**config.mk**
```make
export PLATFORM = sky130hd
export DESIGN_NAME = display_conv_sched
export DESIGN_NICKNAME = d
export VERILOG_FILES = /design/src/rtl/display_pkg.sv /design/src/rtl/bcd_step.sv /design/src/rtl/display_conv_sched.sv
export SDC_FILE = /design/constraint.sdc
export NUM_CORES = 1
export LEC_CHECK = 0
export ABC_AREA = 1
export CORE_MARGIN = 2
export CORE_UTILIZATION = 60
export CTS_BUF_LIST = sky130_fd_sc_hd__clkbuf_4
export CTS_CLUSTER_DIAMETER = 60
export DETAILED_ROUTE_END_ITERATION = 8
export DONT_BUFFER_PORTS = 1
export PLACE_DENSITY_LB_ADDON = 0.05
export SLEW_MARGIN = 20
export SYNTH_ARGS = -nofsm -noshare
export SYNTH_HDL_FRONTEND = slang
export SYNTH_HIERARCHICAL = 1
export SYNTH_SLANG_ARGS = --single-unit
```
**constraint.sdc**
```tcl
create_clock -name clk -period 1.92 [get_ports clk]
set_input_delay 0.384 -clock clk [delete_from_list [all_inputs] [get_ports clk]]
set_output_delay 0.384 -clock clk [all_outputs]
set_load 0.02 [all_outputs]
```
**src/rtl/display_pkg.sv**
```systemverilog
// Shared types and constants for the 7-segment display conversion path.
package display_pkg;

  typedef enum logic [1:0] {
    IDLE   = 2'd0,
    SHIFT  = 2'd1,
    COMMIT = 2'd2
  } state_t;

  typedef logic [3:0] bcd_t;

  localparam int   NDIG      = 5;
  localparam bcd_t DIG_ERR   = 4'd14;
  localparam bcd_t DIG_BLANK = 4'd15;

endpackage

```
**src/rtl/bcd_step.sv**
```systemverilog
// One combinational double-dabble iteration: add 3 to every nibble >= 5,
// then shift the whole BCD vector left by one, taking bit_in as the new LSB.
module bcd_step
  import display_pkg::*;
(
  input  bcd_t [NDIG-1:0] bcd_in,
  input  logic            bit_in,
  output bcd_t [NDIG-1:0] bcd_out
);

  bcd_t [NDIG-1:0] adj;

  always_comb begin
    adj = bcd_in;
    for (int i = 0; i < NDIG; i++) begin
      if (bcd_in[i] >= 4'd5) adj[i] = bcd_in[i] + 4'd3;
    end
  end

  // The top adjusted bit falls off; values never exceed NDIG digits.
  assign bcd_out = (4*NDIG)'({adj, bit_in});

endmodule

```
**src/rtl/display_conv_sched.sv**
```systemverilog
// Arbitrates CPU word vs synchronized switches, converts to 5 BCD digits in CONV_BITS+1 cycles.
// cpu_ack only in IDLE; DISPLAY_LEADING_BLANK_EN blanks leading zero digits at commit.
module display_conv_sched
  import display_pkg::*;
#(
  parameter int IN_W      = 32,
  parameter int SW_W      = 8,
  parameter int MAX_VAL   = 99999,
  parameter int CONV_BITS = 17
) (
  input  logic            clk,
  input  logic            rst_n,
  input  logic            cpu_valid,
  input  logic [IN_W-1:0] cpu_data,
  output logic            cpu_ack,
  input  logic            sw_sel,
  input  logic [SW_W-1:0] chaves,
  output logic            busy,
  output logic            done,
  output logic [3:0]      dig0,
  output logic [3:0]      dig1,
  output logic [3:0]      dig2,
  output logic [3:0]      dig3,
  output logic [3:0]      dig4
);

  localparam int CNT_W = $clog2(CONV_BITS);

  state_t                 state, state_nx;
  logic [SW_W-1:0]        sw_m, sw_s, sw_prev;
  logic                   sw_sel_q;
  logic [IN_W-1:0]        cpu_shadow, operand;
  logic                   pending, set_pend, start, over, err;
  logic [CONV_BITS-1:0]   bin;
  logic [CNT_W-1:0]       count;
  bcd_t [NDIG-1:0]        bcd, bcd_nx, dig_nx, digs;

  bcd_step u_step (
    .bcd_in  (bcd),
    .bit_in  (bin[CONV_BITS-1]),
    .bcd_out (bcd_nx)
  );

  // CPU always wins in IDLE; with sw_sel=1 an accepted word only updates the shadow.
  always_comb begin
    state_nx = state;
    cpu_ack  = 1'b0;
    start    = 1'b0;
    operand  = sw_sel ? IN_W'(sw_s) : cpu_shadow;
    case (state)
      IDLE: begin
        if (cpu_valid) begin
          cpu_ack = 1'b1;
          if (!sw_sel) begin
            start   = 1'b1;
            operand = cpu_data;
          end
        end else if (pending) begin
          start = 1'b1;
        end
      end
      SHIFT:   if (count == CNT_W'(CONV_BITS-1)) state_nx = COMMIT;
      COMMIT:  state_nx = IDLE;
      default: state_nx = IDLE;
    endcase
    over = operand > IN_W'(MAX_VAL);
    if (start) state_nx = over ? COMMIT : SHIFT;
  end

  assign set_pend = (sw_sel != sw_sel_q) || (sw_sel && (sw_s != sw_prev)) ||
                    (cpu_ack && !sw_sel);

  always_comb begin
    logic lead;
    lead   = 1'b1;
    dig_nx = bcd;
`ifdef DISPLAY_LEADING_BLANK_EN
    for (int i = NDIG-1; i > 0; i--) begin
      if (lead && bcd[i] == 4'd0) dig_nx[i] = DIG_BLANK;
      else                         lead = 1'b0;
    end
`endif
    if (err) dig_nx = {NDIG{DIG_ERR}};
  end

  always_ff @(posedge clk) begin
    if (!rst_n) begin
      state      <= IDLE;
      sw_m       <= '0;
      sw_s       <= '0;
      sw_prev    <= '0;
      sw_sel_q   <= 1'b0;
      cpu_shadow <= '0;
      pending    <= 1'b0;
      err        <= 1'b0;
      bin        <= '0;
      bcd        <= '0;
      count      <= '0;
      done       <= 1'b0;
      digs       <= {NDIG{DIG_BLANK}};
    end else begin
      state    <= state_nx;
      sw_m     <= chaves;
      sw_s     <= sw_m;
      sw_prev  <= sw_s;
      sw_sel_q <= sw_sel;
      done     <= (state == COMMIT);
      if (cpu_ack) cpu_shadow <= cpu_data;
      if (set_pend)   pending <= 1'b1;
      else if (start) pending <= 1'b0;
      if (start) begin
        err   <= over;
        bin   <= operand[CONV_BITS-1:0];
        bcd   <= '0;
        count <= '0;
      end else if (state == SHIFT) begin
        bcd   <= bcd_nx;
        bin   <= {bin[CONV_BITS-2:0], 1'b0};
        count <= count + 1'b1;
      end
      if (state == COMMIT) digs <= dig_nx;
    end
  end

  assign busy = (state != IDLE);
  assign dig0 = digs[0];
  assign dig1 = digs[1];
  assign dig2 = digs[2];
  assign dig3 = digs[3];
  assign dig4 = digs[4];

endmodule

```
==> flow_metrics.py, run 1 <==
metrics = {
    "cells_and_area": {
        "postLayoutCellArea_mm2": 0.00619,
        "nets": 844,
        "diodes": 0,
        "fin_util": 0.680,
        "fill_cells": 822,
        "drive_above_1_share": 0.0974,
        "areaGrowthSynthToFinish_pct": 11.3,
    },
    "clock_tree": {
        "cts_buffer_depth": 2,
        "clock_sinks": 124,
        "cts.clk_slew.worst_paths_ns": 0.12,
        "cts_made_buffers": 17,
        "cts_htree_levels": 4,
        "cts_tree": "yes",
        "clk_latency_ns": 0.51,
        "cts-root-buf": "clkbuf_4",
    },
    "setup_path": {
        "path_max_fanout": 20,
        "endpoint_kind": "primary output",
        "r2r-start": "state[1]",
        "cp_data_arrival_time_ns": 1.47,
        "worstSetupPathType": "flip-flop to primary output",
        "cp-start-kind": "flip-flop",
        "rrSetupSlack_ns": 0.13,
        "r2r_end": "bin[8]",
        "r2r_cells": 9,
        "required_ns": 1.54,
    },
    "synthesis": {
        "synth_cell_types": 39,
        "ys_seq_area_frac": 0.446,
        "ys.flop_type": "dfxtp_1",
        "async_reset_ff_frac": 0,
        "synth.top_cell.area_share": 0.446,
        "ys_ff_latch": 124,
        "yosys-top-cells-area": "dfxtp_1 45%, nand2_1 15%, inv_1 6.5%",
        "yosys_warnings": 6,
        "avgSynthCellArea_um2": 7.19,
        "synthesis.area_mm2": 0.00556,
        "synth_enable_flop_cells": 0,
        "synthCells": 773,
        "syn_nets": 829,
        "synth_largest_area_cell": "dfxtp_1",
    },
    "sta": {
        "hold_viol": 0,
        "drv_slew": 0,
        "rsz0062_at_grt": "true",
        "layout_setup_ws_ns": 0.0655,
        "relSlewSlack": 0.632,
        "skew_ns": 0.0157,
        "fin_crit_sh": 0.966,
        "min_period_ns": 1.85,
        "setup_violations": 0,
        "max_freq_ghz": 0.539,
        "worst_slew_pin_slew_ns": 0.551,
        "timing.hold.ws_ns": 0.0307,
    },
    "worst_hold_path": {
        "holdPathStages": 2,
        "min_from": "rst_n",
        "whs_endpoint": "done",
        "hp-class": "primary input to flip-flop",
    },
    "routing": {
        "ant_nets": 0,
        "num_vias": 4821,
        "route.final.wire_length_mm": 12.1,
        "wl_per_cell_um": 13.2,
        "drc": 0,
        "first_iter_violations": 256,
        "drt_first_pass_iters": 4,
        "vias_per_cell": 5.29,
    },
    "job": {
        "max-cap-violations": 0,
    },
    "die": {
        "die_height_um": 100,
        "top_level_ports": 67,
        "floorplan.initialDensity": 0.610,
        "die_x_um": 100,
        "dieArea_mm2": 0.0101,
        "core_mm2": 0.00911,
        "num_rows": 35,
    },
    "grt": {
        "grt_antenna_before_repair": 0,
        "grt_overflow_total": 0,
        "gr-usage-all-layers": 0.253,
        "grt_max_degree": 59,
        "grt_pass1_vias": 4483,
        "grt_pass1_wl_mm": 20.5,
    },
    "pwr": {
        "power_density_mw_per_mm2": 924,
        "ir_drop_v": 0.000459,
        "cellLeakagePower_nw": 2.80,
        "report.power.total_w": 0.00572,
    },
    "placed_design": {
        "place_ws_ns": 0.104,
        "port_buffers": 0,
        "dp.final_hpwl_mm": 7.82,
        "dpl_cell_area_mm2": 0.00563,
        "gp_congestion": 0.842,
    },
    "status": {
        "status": "completed",
    },
}
worst max-delay path, stage by stage, from the launching register on:
cell and delay (ns):
dfxtp_2 0.36, nor2_4 0.23, buf_12 0.19, inv_2 0.04
buf_4 0.15
cell usage after synthesis (4+ instances only):
library cell / instances
a211oi_1: 5
a21oi_1: 58
buf_2: 12
buf_4: 4
clkbuf_1: 19
dfxtp_1: 124
ha_1: 12
inv_1: 96
inv_2: 8
mux2i_1: 5
nand2_1: 224
nand3_1: 45
nand3b_1: 5
nor2_1: 48
nor3_1: 6
o211ai_1: 4
o21ai_0: 28
o21ai_1: 13
o21ai_2: 4
o221ai_1: 4
o22ai_1: 17
report_power, final:
group | switching, W | total [W] | internal [W]
sequential | 0.000137 | 0.00289 | 0.00275
clock | 0.00105 | 0.00198 | 0.000929
combinational | 0.000530 | 0.000854 | 0.000324
timing repair:
action | in CTS | in global routing
gates resized for setup | 3 | 5
pin swaps | 2 | 2
hold endpoints to repair | 61 | 1
gates cloned | 1 | 1
setup buffers | 1 | 2
setup endpoints to repair | 1 | 6
hold buffers | 13 | 1
cell usage in the layout, fill, tap and decap left out, drive strengths merged, types with 2 or more instances in the layout:
cell type / n
buf: 19
a21oi: 61
xor2: 2
dlygate4sd3: 13
nand4: 3
a211oi: 5
o221ai: 4
xnor2: 2
ha: 12
clkinv: 5
nand2: 228
o21ai: 45
nand3b: 5
bufinv: 3
dfxtp: 124
mux2i: 5
inv: 110
or2: 3
o211ai: 4
nor2: 51
o22ai: 17
clkbuf: 17
nand3: 46
a22oi: 3
nor3: 7
stage by stage:
step / cells / setup TNS, ns
after floorplan: 773 / 0
after global placement: 861 / 0
after detailed placement: 861 / 0
after CTS: 908 / 0
after global routing: 912 / -0.0641
final: 912 / 0
final cells by class:
class	instances	area [um2]	area share
multi-input cells	509	2540	0.410
clock buffers	17	128	0.0206
well taps	111	139	0.0224
flip-flops and latches	124	2480	0.401
repair buffers	32	323	0.0521
clock inverters	15	186	0.0301
inverters	104	393	0.0635
kinds of logic (layout without fill, tap and decap cells):
family	after synthesis	after routing	share of synthesized area
simple gates	342	344	0.257
mux	5	5	0.00900
xor+xnor	4	4	0.00630
compound gates	144	144	0.149
buf+inv	142	168	0.105
fa+ha+maj	12	12	0.0270
flops	124	124	0.446
sequential cells by signal (all words and copies together) (netlist names):
| name | count |
|---|---|
| dig3 | 4 |
| state | 2 |
| bin | 17 |
| sw_sel_q | 1 |
| cpu_shadow | 32 |
| bcd | 20 |
| sw_m | 8 |
| pending | 1 |
| sw_s | 8 |
| dig0 | 4 |
| err | 1 |
| sw_prev | 8 |
| count | 5 |
| dig4 | 4 |
| done | 1 |
| dig1 | 4 |
| dig2 | 4 |
worst max-delay path by stage:
stage                   from        to  slack, ns  cells after the start
floorplan             sw_sel  state[1]       0.37                     12
global placement    state[1]  state[1]       0.16                     13
detailed placement  state[1]  state[1]       0.10                     13
CTS                 state[0]   cpu_ack      0.008                      4
global route        state[1]      busy      -0.02                      4
finish              state[1]      busy       0.07                      4
per-layer routing:
metal	wire length [um]	vias to the layer above	GRT usage
met4	121	0	0.0748
li1	-	2502	-
met3	613	13	0.0599
met1	5580	2203	0.328
met5	0	-	0
met2	5750	103	0.423
No activity file was read; power rests on OpenSTA's default activity.
==> inputs of run 2 (changes only) <==
==> constraint.sdc (replaced) <==
create_clock -name clk -period 1.95 [get_ports clk]
set_input_delay 0.39 -clock clk [delete_from_list [all_inputs] [get_ports clk]]
set_output_delay 0.39 -clock clk [all_outputs]
set_load 0.02 [all_outputs]
==> run 2 against run 1 <==
Die area stayed put. Largest cell class unchanged. Clock power is 19% lower. Count of clock-buffer cells in the layout did not move. Flip-flop and latch count unchanged. Highest routed layer unchanged.
==> flow_metrics.py, run 2 (synthesis results as in run 1) <==
metrics = {
    "status": {
        "status": "completed",
    },
    "cells_and_area": {
        "final_cell_mix": "224 x nand2_1, 122 x dfxtp_1, 96 x inv_1",
        "nets": 845,
        "postLayoutCellArea_mm2": 0.00612,
        "largest_register_ffs": 32,
        "diodes": 0,
        "fin_util": 0.671,
        "drive_above_1_share": 0.0985,
        "top_register": "cpu_shadow",
        "top_regs": "cpu_shadow (32), bcd (20), bin (17)",
        "layout_commonest_cell": "nand2_1",
        "areaGrowthSynthToFinish_pct": 9.99,
    },
    "routing": {
        "num_vias": 4811,
        "first_iter_violations": 266,
        "wl_per_cell_um": 13.3,
        "vias_per_cell": 5.27,
        "drc": 0,
        "drt_first_pass_iters": 5,
        "route.final.wire_length_mm": 12.2,
        "ant_nets": 0,
    },
    "worst_hold_path": {
        "hp-class": "primary input to flip-flop",
        "holdPathStages": 2,
        "min_from": "cpu_data[12]",
        "whs_endpoint": "cpu_shadow[12]",
    },
    "setup_path": {
        "r2r-start": "state[1]",
        "worstSetupPathType": "flip-flop to primary output",
        "path_max_fanout": 20,
        "cp-start-kind": "flip-flop",
        "endpoint_kind": "primary output",
        "required_ns": 1.56,
        "r2r_end": "bin[4]",
        "rrSetupSlack_ns": 0.14,
        "cp_data_arrival_time_ns": 1.50,
        "r2r_cells": 11,
    },
    "clock_tree": {
        "cts_htree_levels": 4,
        "cts-root-buf": "clkbuf_4",
        "cts_made_buffers": 17,
        "cts_buffer_depth": 2,
        "clk_latency_ns": 0.52,
        "cts.clk_slew.worst_paths_ns": 0.11,
        "cts_tree": "yes",
        "clock_sinks": 124,
    },
    "sta": {
        "worst_slew_pin_slew_ns": 0.574,
        "rsz0062_at_grt": "true",
        "hold_viol": 0,
        "relSlewSlack": 0.616,
        "drv_slew": 0,
        "layout_setup_ws_ns": 0.0605,
        "setup_tns_ns": 0,
        "setup_violations": 0,
        "max_freq_ghz": 0.529,
        "min_period_ns": 1.89,
        "fin_crit_sh": 0.969,
        "skew_ns": 0.0170,
    },
    "grt": {
        "gr-usage-all-layers": 0.254,
        "grt_overflow_total": 0,
        "grt_antenna_before_repair": 0,
        "grt_pass1_vias": 4435,
        "grt_pass1_wl_mm": 20.4,
        "grt_max_degree": 57,
    },
    "die": {
        "top_level_ports": 67,
        "dieArea_mm2": 0.0101,
        "num_rows": 35,
        "die_x_um": 100,
        "floorplan.initialDensity": 0.610,
        "core_mm2": 0.00911,
        "die_height_um": 100,
    },
    "pwr": {
        "power_density_mw_per_mm2": 865,
        "ir_drop_v": 0.000487,
        "report.power.total_w": 0.00529,
        "cellLeakagePower_nw": 2.75,
    },
    "placed_design": {
        "place_ws_ns": 0.0745,
        "dp.final_hpwl_mm": 7.83,
        "gp_congestion": 0.862,
        "port_buffers": 0,
        "dpl_cell_area_mm2": 0.00562,
    },
    "job": {
        "max-cap-violations": 0,
    },
}
-- run 2: final cells by class --
class                   count  area [um2]
fillers                   804        2990
multi-input cells         508        2530
flip-flops and latches    124        2480
inverters                 104         395
repair buffers             34         317
well taps                 111         139
clock buffers              17         128
clock inverters            15         125
-- run 2: report_power, final --
part           switching, W  leakage (nW)  internal (W)
Clock              0.000986         0.124      0.000624
Sequential         0.000137          1.02       0.00271
Combinational      0.000519          1.61      0.000316
-- run 2: per-stage QoR --
stage / hold slack (ns) / std cells
2_1_floorplan: 0.390 / 773
3_3_place_gp: 0.393 / 860
3_5_place_dp: 0.395 / 860
4_1_cts: 0.00197 / 909
5_1_grt: 0.00832 / 913
6_report: 0.0401 / 913
-- run 2: worst max-delay path, cell delays in order, from the launching register on --
cell     delay (ns)
dfxtp_2        0.36
nor2_4         0.21
buf_6          0.22
inv_2          0.05
buf_4          0.15
-- run 2: worst max path at each step --
| stage | cells past startpoint | end | from | slack [ns] |
|---|---|---|---|---|
| floorplan | 12 | state[1] | sw_sel | 0.39 |
| global placement | 12 | err | state[1] | 0.19 |
| detailed placement | 12 | err | state[1] | 0.07 |
| CTS | 13 | state[1] | state[1] | 0.008 |
| global route | 4 | busy | state[1] | -0.03 |
| finish | 4 | busy | state[1] | 0.06 |
-- run 2: routing by layer --
layer,share of wire,global-route usage,vias to the layer above
met1,0.46,0.324,2162
li1,-,-,2510
met2,0.47,0.421,119
met4,0.015,0.0906,0
met5,0,0,-
met3,0.055,0.0627,20
-- run 2: repair_timing --
item,4_1_cts,5_1_grt
buffers inserted,2,4
resized for setup,2,6
hold buffers,14,0
pin swaps,2,1
endpoints found under the setup margin,1,18
cloned,1,0
endpoints found under the hold margin,59,0
==> inputs of run 3 (changes only) <==
--- a/config.mk
+++ b/config.mk
@@ -13,7 +13,6 @@
 export DETAILED_ROUTE_END_ITERATION = 8
 export DONT_BUFFER_PORTS = 1
 export PLACE_DENSITY_LB_ADDON = 0.05
-export SLEW_MARGIN = 20
 export SYNTH_ARGS = -nofsm -noshare
 export SYNTH_HDL_FRONTEND = slang
 export SYNTH_HIERARCHICAL = 1
==> results of run 3 <==
The final DEF is identical to that of run 2; final timing and power are the same.
